### src/rtl/alu_arbiter.sv
// Round-robin arbiter sharing a single-cycle add/sub/xor ALU between two requesters.
// Define ALU_ARB_STATS_EN to add the per-requester GrantCount0/GrantCount1 counters.
module alu_arbiter #(
   parameter int unsigned WIDTH = 32
) (
   input  logic             Clock,
   input  logic             ResetN,
   input  logic             ReqValid0,
   output logic             ReqReady0,
   input  logic [1:0]       ReqOp0,
   input  logic [WIDTH-1:0] ReqA0,
   input  logic [WIDTH-1:0] ReqB0,
   input  logic             ReqValid1,
   output logic             ReqReady1,
   input  logic [1:0]       ReqOp1,
   input  logic [WIDTH-1:0] ReqA1,
   input  logic [WIDTH-1:0] ReqB1,
   output logic             ResultValid,
   input  logic             ResultReady,
   output logic [WIDTH-1:0] Result,
   output logic             ResultZero,
   output logic             ResultId,
   output logic             Busy
`ifdef ALU_ARB_STATS_EN
   ,
   output logic [15:0]      GrantCount0,
   output logic [15:0]      GrantCount1
`endif
);

   typedef enum logic [1:0] {StIdle, StExec, StDone} state_e;

   state_e           state_q, state_d;
   logic             last_grant_q, last_grant_d;
   logic [1:0]       op_q, op_d;
   logic [WIDTH-1:0] a_q, a_d;
   logic [WIDTH-1:0] b_q, b_d;
   logic             id_q, id_d;
   logic             res_valid_q, res_valid_d;
   logic [WIDTH-1:0] res_q, res_d;
   logic             res_zero_q, res_zero_d;
   logic             res_id_q, res_id_d;

   logic             grant0, grant1;
   logic [WIDTH-1:0] alu_res;
   logic             alu_zero;

   // Shared ALU, fed only from the latched operands.
   always_comb begin
      case (op_q)
         2'b00:   alu_res = a_q + b_q;
         2'b10:   alu_res = a_q - b_q;
         default: alu_res = a_q ^ b_q;
      endcase
      alu_zero = (op_q == 2'b10) && (alu_res == '0);
   end

   // With both valid, the requester that did not win last time gets the grant.
   always_comb begin
      grant0 = 1'b0;
      grant1 = 1'b0;
      if (state_q == StIdle) begin
         if (ReqValid0 && ReqValid1) begin
            grant0 = last_grant_q;
            grant1 = !last_grant_q;
         end else begin
            grant0 = ReqValid0;
            grant1 = ReqValid1;
         end
      end
   end

   always_comb begin
      state_d      = state_q;
      last_grant_d = last_grant_q;
      op_d         = op_q;
      a_d          = a_q;
      b_d          = b_q;
      id_d         = id_q;
      res_valid_d  = res_valid_q;
      res_d        = res_q;
      res_zero_d   = res_zero_q;
      res_id_d     = res_id_q;
      case (state_q)
         StIdle: begin
            if (grant0 || grant1) begin
               state_d      = StExec;
               op_d         = grant1 ? ReqOp1 : ReqOp0;
               a_d          = grant1 ? ReqA1 : ReqA0;
               b_d          = grant1 ? ReqB1 : ReqB0;
               id_d         = grant1;
               last_grant_d = grant1;
            end
         end
         StExec: begin
            res_d       = alu_res;
            res_zero_d  = alu_zero;
            res_id_d    = id_q;
            res_valid_d = 1'b1;
            state_d     = StDone;
         end
         StDone: begin
            if (ResultReady) begin
               res_valid_d = 1'b0;
               state_d     = StIdle;
            end
         end
         default: state_d = StIdle;
      endcase
   end

   always_ff @(posedge Clock or negedge ResetN) begin
      if (!ResetN) begin
         state_q      <= StIdle;
         last_grant_q <= 1'b1;
         op_q         <= 2'b00;
         a_q          <= '0;
         b_q          <= '0;
         id_q         <= 1'b0;
         res_valid_q  <= 1'b0;
         res_q        <= '0;
         res_zero_q   <= 1'b0;
         res_id_q     <= 1'b0;
      end else begin
         state_q      <= state_d;
         last_grant_q <= last_grant_d;
         op_q         <= op_d;
         a_q          <= a_d;
         b_q          <= b_d;
         id_q         <= id_d;
         res_valid_q  <= res_valid_d;
         res_q        <= res_d;
         res_zero_q   <= res_zero_d;
         res_id_q     <= res_id_d;
      end
   end

`ifdef ALU_ARB_STATS_EN
   logic [15:0] cnt0_q, cnt0_d, cnt1_q, cnt1_d;

   always_comb begin
      cnt0_d = cnt0_q + {15'd0, grant0};
      cnt1_d = cnt1_q + {15'd0, grant1};
   end

   always_ff @(posedge Clock or negedge ResetN) begin
      if (!ResetN) begin
         cnt0_q <= '0;
         cnt1_q <= '0;
      end else begin
         cnt0_q <= cnt0_d;
         cnt1_q <= cnt1_d;
      end
   end

   assign GrantCount0 = cnt0_q;
   assign GrantCount1 = cnt1_q;
`endif

   // Gated by reset so an asserted ReqValid cannot leak a ready while in reset.
   assign ReqReady0   = grant0 && ResetN;
   assign ReqReady1   = grant1 && ResetN;
   assign ResultValid = res_valid_q;
   assign Result      = res_q;
   assign ResultZero  = res_zero_q;
   assign ResultId    = res_id_q;
   assign Busy        = (state_q != StIdle);

endmodule

### config.mk
export PLATFORM = sky130hd
export DESIGN_NAME = alu_arbiter
export DESIGN_NICKNAME = d
export VERILOG_FILES = /design/src/rtl/alu_arbiter.sv
export SDC_FILE = /design/constraint.sdc
export NUM_CORES = 1
export LEC_CHECK = 0
export ABC_AREA = 1
export BUFFER_PORTS_ARGS = -buffer_cell sky130_fd_sc_hd__buf_2
export CAP_MARGIN = 20
export CORE_UTILIZATION = 30
export CTS_CLUSTER_SIZE = 24
export DETAILED_ROUTE_END_ITERATION = 6
export HOLD_SLACK_MARGIN = 0.06
export PLACE_DENSITY = 0.56
export SETUP_SLACK_MARGIN = 0.02
export SLEW_MARGIN = 5
export SYNTH_ARGS = -nofsm -noshare
export SYNTH_HDL_FRONTEND = slang
export SYNTH_SLANG_ARGS = --single-unit
### constraint.sdc
create_clock -name Clock -period 3.2 [get_ports Clock]
set_input_delay 0.64 -clock Clock [delete_from_list [all_inputs] [get_ports Clock]]
set_output_delay 0.64 -clock Clock [all_outputs]
set_load 0.005 [all_outputs]
==> metrics.md, run 1 <==
| Metric | Value |
|---|---|
| Core box area | `0.0286 sq mm` |
| Final net count | `1799` |
| Startpoint of the worst register-to-register path | `b_q[0]` |
| Kind of critical path | `reg -> reg` |
| Post-layout worst setup margin | `-0.324 ns` |
| Post-route clock skew | `0.0122 ns` |
| Die Wd | `172 microns` |
| Final-report setup violation count | `8` |
| Busiest layer in global routing | `met2` |
| Die Y-Extent | `172 microns` |
| Period utilization | `110%` |
| Routed wirelength normalized by instance count | `14.3 microns` |
| Outcome | `complete, but fails checks` |
| Post-detailed-route count of antenna-violating nets | `0` |
| Max_cap viols | `0` |
| Initial core utilization | `30.5%` |
| Antenna Cells | `0` |
| Number of failing hold endpoints at the final stage | `0` |
| Post-DR vias/cell | `4.60` |
| Met3 global-route usage | `2.08%` |
| Cell Area, Placed | `0.0109 sq mm` |
| Post-synthesis instance area | `0.00872 sq mm` |
| Number of buffers created by CTS | `9` |
| Signal arrival time at the worst endpoint | `3.83 ns` |
| Global placer's final weighted congestion | `0.911` |
| Buffers from clock root to sink, at most | `2` |
| Measured slew at the worst slew-check pin | `0.740 ns` |
| Post-DP HPWL | `23500 microns` |
| Synthesis-stage register bit count | `105` |
| Total Neg Setup Slack | `-0.775 ns` |
| Met2 usage in global routing | `30.9%` |
| Number of optimization iterations in the first detailed-route pass | `5` |
| Worst reg2reg setup slack | `-0.32 ns` |
| Maximum clock frequency | `284 MHz` |
| TritonCTS clock tree | `yes` |
| Layout cell share with drive strength beyond 1 | `30.9%` |
| Startpoint type of the worst setup path | `register` |
| Nature of the critical path endpoint | `register` |
| Clock net sink count | `105` |
| Number of I/O pins | `175` |
| Final Instance Area | `0.0120 sq mm` |
| Hold buffer count at cts | `0` |
| WL final | `28800 microns` |
| Dominant cell type by area after synthesis | `dfrtp_1` |
| Required time reported for the critical path endpoint | `3.50 ns` |
| Clk Latency, worst-skew pair | `0.37 ns` |
| Cell count after synthesis | `1348` |
| Number of antenna violations at the first check in global routing | `1` |
| Final max-slew violation count | `0` |
| DRC Markers | `0` |
| Reg clk slew, reported paths | `0.08 ns` |
| Unrepaired setup endpoints after global routing | `true` |
| Total Die Area | `0.0297 sq mm` |
| Met1 global-route usage | `29.2%` |
| Relative slew slack | `50.7%` |
| Filler instances | `3038` |
| Maximum level of the CTS H-tree | `3` |
| Shortest clock period the worst path allows after layout | `3.52 ns` |
| Register-to-Register Path Depth | `26` |
| Total congestion overflow | `0` |
| Pin count of the biggest net entering global routing | `73` |
| Root Buffer Master | `clkbuf_16` |
| Distinct cell type count of the synthesized netlist | `41` |
| Initial DRC count | `501` |
| Number of port buffers | `174` |
| Routed via count | `9292` |
| Vias in the first global route | `8660` |
| First-pass GRT wire length | `45500 microns` |
| R2r endpoint | `ResultZero` |
| Biggest fanout along the worst timing path | `4` |
| Share of synthesized area occupied by flip-flops and latches | `30.2%` |
| Path category of the worst min-delay check | `in -> async` |
| Warnings from Yosys | `0` |
| Syn_nets | `1518` |
| Row Count | `62` |
| Top-area cell type share of the netlist area | `29.9%` |
| Mean area per synthesized cell | `6.47 sq um` |
| GRT Total Usage | `19.9%` |
| Failing checks | `negative setup slack` |
| Growth of design area from synthesis to finish | `37.8%` |
| Top cells by area, synth | `dfrtp_1, nand2_1, inv_1` |
==> layout by cell type (no fill, tap or decap), types with 4 or more instances in the layout <==
cell type / synthesis / routed
a21oi_1: 27 / 18
a21oi_2: 2 / 10
a31oi_1: 22 / 15
a31oi_2: 0 / 4
buf_2: 10 / 173
buf_4: 0 / 133
buf_6: 0 / 5
clkbuf_16: 0 / 9
dfrtp_1: 104 / 104
ha_1: 32 / 16
ha_2: 0 / 8
ha_4: 0 / 8
inv_1: 240 / 234
inv_2: 17 / 23
nand2_1: 401 / 369
nand2_2: 15 / 38
nand2_4: 0 / 9
nand3_1: 80 / 71
nand3_2: 6 / 14
nand4_1: 10 / 10
nor2_1: 84 / 69
nor2_2: 16 / 18
nor2_4: 0 / 13
nor3_2: 4 / 5
nor3_4: 2 / 4
o211ai_1: 67 / 67
o21a_1: 19 / 18
o21ai_0: 84 / 81
o22ai_1: 5 / 5
xor2_1: 37 / 31
xor2_2: 0 / 5
==> cell usage after synthesis, drive strengths merged <==
cell     number
nor4          1
dfrtp       104
xor2         37
o21a         19
o31ai         2
nand3        86
nor2        100
or2           2
nor4b         1
ha           32
o41ai         1
a31oi        22
nand4        12
o21bai        3
dfstp         1
clkbuf       33
inv         257
nand3b        3
nand2       416
fa            1
o22ai         5
xnor2         2
o21ai        87
a2111oi       1
a21oi        29
clkinv        1
buf          12
nor3         11
o211ai       67
==> what timing repair did <==
action / CTS / global route
buffers inserted: 1 / 5
resized for setup: 27 / 124
setup endpoints to repair: 13 / 23
pin swaps: 6 / 26
==> stage by stage <==
stage                     util, %  hold WS, ns  cells  setup slack (ns)
after floorplan                 -        0.344   1348            0.0558
after global placement       38.2        0.462   1995            -0.386
after detailed placement     38.2        0.470   1995            -0.372
after CTS                    39.9        0.110   2012            -0.241
after global routing         42.0        0.116   2018            -0.489
final                        42.0        0.114   2018            -0.324
==> flip-flops by register name (all words and copies together) (netlist names), 2 cells and up <==
register  cells
state_q       2
op_q          2
b_q          32
Result       32
a_q          32
==> worst max-delay path by stage <==
stage	startpoint	slack, ns	endpoint	cells past startpoint
detailed placement	b_q[0]	-0.37	ResultZero	25
CTS	b_q[1]	-0.24	ResultZero	26
global placement	b_q[0]	-0.39	ResultZero	25
floorplan	b_q[1]	0.06	ResultZero	27
finish	b_q[0]	-0.32	ResultZero	26
global route	b_q[0]	-0.49	ResultZero	26
==> logic make-up after synthesis <==
logic type | after synthesis | share of synthesized area (%)
flip-flops | 105 | 30.2
XOR/XNOR | 39 | 3.92
adder cells (fa/ha/maj) | 33 | 4.82
AO/OA/AOI/OAI | 236 | 16.8
AND/OR/NAND/NOR | 632 | 31.1
buffers and inverters | 303 | 13.2
==> area by class of cell <==
type | instances | area (sq um) | area share (%)
repair buffers | 315 | 2010 | 16.7
well taps | 384 | 480 | 4.00
clock buffers | 9 | 225 | 1.87
flip-flops and latches | 105 | 2630 | 21.9
clock inverters | 7 | 119 | 0.989
multi-input cells | 940 | 5590 | 46.5
inverters | 258 | 968 | 8.06
==> metal layers <==
| metal | wire, microns | share of wire, % | vias to the layer above |
|---|---|---|---|
| li1 | - | - | 4848 |
| met1 | 14800 | 51 | 4222 |
| met2 | 12700 | 44 | 199 |
| met3 | 935 | 3.2 | 23 |
| met4 | 376 | 1.3 | 0 |
| met5 | 0 | 0 | - |
==> worst max-delay path, cell delays in order, from the launching register on <==
cell	delay, ns
dfrtp_1	0.40
inv_2	0.08
ha_4	0.15
nand3_4	0.08
nor2_4	0.12
nand4_4	0.12
nor2_4	0.19
buf_4	0.13
buf_6	0.08
a31oi_1	0.08
xor2_1	0.15
ha_2	0.40
buf_4	0.14
nand2_4	0.07
nor2_4	0.12
nand2_2	0.09
nor2_1	0.11
nand2_1	0.09
nand3_1	0.11
nand2_1	0.08
nand3_2	0.11
nand2_1	0.08
nor2_2	0.18
nand2_1	0.07
nor2_1	0.10
nand3_1	0.08
nand2_1	0.06
Power of run 1 is not shown: default switching activity piles up to over one toggle a cycle in this logic, so the estimate is an artifact.
==> run 2, diff against run 1 <==
--- a/config.mk
+++ b/config.mk
@@ -12,6 +12,7 @@
 export CTS_CLUSTER_SIZE = 24
 export DETAILED_ROUTE_END_ITERATION = 6
 export HOLD_SLACK_MARGIN = 0.06
+export MAX_ROUTING_LAYER = met4
 export PLACE_DENSITY = 0.56
 export SETUP_SLACK_MARGIN = 0.02
 export SLEW_MARGIN = 5
==> run 2 against run 1 <==
- the run still ends with negative setup slack left
- cell count rose by 0.45%
- maximum frequency rose by 3.5%
- utilization barely moved
- hold slack improved by 0.0040 ns
- register-to-register slack improved by 0.12 ns
- wire length rose by 0.75%
- clock skew fell by 0.0044 ns
==> metrics.md, run 2 (synthesis gave the netlist of run 1 again) <==
| Metric | Value |
|---|---|
| Outcome | `complete, but fails checks (unchanged)` |
| Failing checks | `negative setup slack (unchanged)` |
| Filler instances | `3020 (was 3038)` |
| Clock net sink count | `105 (unchanged)` |
| Routed wirelength normalized by instance count | `14.3 microns (about the same)` |
| Maximum level of the CTS H-tree | `3 (unchanged)` |
| Placed cell count | `1998 (was 1995)` |
| Path category of the worst min-delay check | `in -> async (unchanged)` |
| Number of antenna violations at the first check in global routing | `1 (unchanged)` |
| Total Die Area | `0.0297 sq mm (unchanged)` |
| Layout cell share with drive strength beyond 1 | `31.6% (was 30.9%)` |
| Hold buffer count at cts | `0 (unchanged)` |
| Biggest fanout along the worst timing path | `4 (unchanged)` |
| Initial DRC count | `484 (was 501)` |
| Post-detailed-route count of antenna-violating nets | `0 (unchanged)` |
| Final core occ | `42.0% (about the same)` |
| Post-DP HPWL | `23600 microns (was 23500 microns)` |
| Initial core utilization | `30.5% (unchanged)` |
| DRC Markers | `0 (unchanged)` |
| Number of buffers created by CTS | `9 (unchanged)` |
| WL final | `29000 microns (was 28800 microns)` |
| Post-DR vias/cell | `4.58 (was 4.60)` |
| Shortest clock period the worst path allows after layout | `3.41 ns (was 3.52 ns)` |
| Final-report setup violation count | `7 (was 8)` |
| Kind of critical path | `reg -> reg (unchanged)` |
| Period utilization | `106% (was 110%)` |
| Clk Latency, worst-skew pair | `0.36 ns (was 0.37 ns)` |
| Unrepaired setup endpoints after global routing | `true (unchanged)` |
| Die Wd | `172 microns (unchanged)` |
| Number of port buffers | `174 (unchanged)` |
| Startpoint type of the worst setup path | `register (unchanged)` |
| TritonCTS clock tree | `yes (unchanged)` |
| Most frequent standard cell in the layout excluding fill and tap cells | `nand2_1 (unchanged)` |
| Max_cap viols | `0 (unchanged)` |
| Top library cells by usage in the layout, fill and taps aside | `nand2_1, inv_1, buf_2 (unchanged)` |
| Die Y-Extent | `172 microns (unchanged)` |
| Antenna Cells | `0 (unchanged)` |
| Number of optimization iterations in the first detailed-route pass | `5 (unchanged)` |
| Met2 usage in global routing | `30.4% (was 30.9%)` |
| Core box area | `0.0286 sq mm (unchanged)` |
| Required time reported for the critical path endpoint | `3.51 ns (was 3.50 ns)` |
| Vias in the first global route | `8437 (was 8660)` |
| Buffers from clock root to sink, at most | `2 (unchanged)` |
| Post-route clock skew | `0.00776 ns (was 0.0122 ns)` |
| Measured slew at the worst slew-check pin | `1.14 ns (was 0.740 ns)` |
| First-pass GRT wire length | `45000 microns (was 45500 microns)` |
| Total Neg Setup Slack | `-0.463 ns (was -0.775 ns)` |
| Met1 global-route usage | `29.5% (was 29.2%)` |
| Met3 global-route usage | `2.24% (was 2.08%)` |
| Number of failing hold endpoints at the final stage | `0 (unchanged)` |
| Total congestion overflow | `0 (unchanged)` |
| Final Instance Count excl. Fillers | `2027 (was 2018)` |
| Number of I/O pins | `175 (unchanged)` |
| Routed via count | `9279 (was 9292)` |
| GRT Total Usage | `20.4% (was 19.9%)` |
| Post-layout worst setup margin | `-0.205 ns (was -0.324 ns)` |
| Relative slew slack | `24.0% (was 50.7%)` |
| Root Buffer Master | `clkbuf_16 (unchanged)` |
| Maximum clock frequency | `294 MHz (was 284 MHz)` |
| Nature of the critical path endpoint | `register (unchanged)` |
| Busiest layer in global routing | `met2 (unchanged)` |
| Global placer's final weighted congestion | `0.924 (was 0.911)` |
| Signal arrival time at the worst endpoint | `3.71 ns (was 3.83 ns)` |
| Final net count | `1808 (was 1799)` |
| Reg clk slew, reported paths | `0.08 ns (about the same)` |
| Row Count | `62 (unchanged)` |
| Pin count of the biggest net entering global routing | `75 (was 73)` |
| Final max-slew violation count | `0 (unchanged)` |
| Growth of design area from synthesis to finish | `38.0% (was 37.8%)` |
-- run 2: cell types whose count changed in the layout (fill, tap and decap cells not counted), sizes merged --
cell and delta:
inv -1, buf +9, clkinv +2, bufinv -2
clkinvlp +1
-- run 2: repair_timing --
item	in CTS	in global routing
gates resized for setup	48	112
endpoints found under the setup margin	16	24
pin swaps	15	23
setup buffers	4	10
-- run 2: path summary, 6_finish.rpt --
check	start	endpoint	slack (ns)	cells past startpoint
min in group Clock	ResultReady	state_q[1]	0.48	2
max	b_q[0]	ResultZero	-0.21	27
min reg2reg	Result[18]	Result[18]	0.48	2
max in group asynchronous	ResetN	Result[24]	2.21	2
min	ResetN	b_q[31]	0.12	1
max reg2reg	b_q[0]	ResultZero	-0.21	27
-- run 2: metrics by stage --
stage / instance area [sq um] / setup slack [ns] / hold slack [ns]
after detailed placement: 11000 / -0.435 / 0.469
after global routing: 12000 / -0.520 / 0.116
after CTS: 11500 / -0.255 / 0.115
after global placement: 11000 / -0.445 / 0.463
final: 12000 / -0.205 / 0.118
after floorplan: 8720 / 0.0558 / 0.344
-- run 2: worst max-delay path: stages (launching register included) --
cell	delay, ns
dfrtp_1	0.39
inv_2	0.08
ha_4	0.15
nand3_4	0.09
nor2_4	0.12
nand4_4	0.11
nor2_4	0.13
nand3_2	0.09
nor3_4	0.17
nor2_1	0.07
xor2_1	0.14
ha_1	0.40
buf_6	0.15
nand2_8	0.06
nor2_4	0.13
buf_6	0.11
nand2_2	0.06
nor2_2	0.10
nand2_2	0.09
nand2_1	0.08
nand2_1	0.06
nand3_2	0.08
nand2_1	0.05
nor2_1	0.09
nand2_1	0.06
nor2_2	0.12
nand3_1	0.09
nand2_1	0.06
-- run 2: area by class of cell --
class / instances / area, sq um / share of cell area [%]
clock inverter: 7 / 71.3 / 0.593
inverter: 258 / 968 / 8.05
sequential: 105 / 2630 / 21.9
timing repair buffer: 324 / 2070 / 17.2
clock buffer: 9 / 225 / 1.87
multi-input combinational: 940 / 5580 / 46.4
tap: 384 / 480 / 3.99
-- run 2: layer usage --
layer	wire length (microns)	vias up
met5	0	-
met1	14900	4234
met3	972	22
met2	12800	161
met4	379	0
li1	-	4862
Power of run 2 is left out for the same reason.
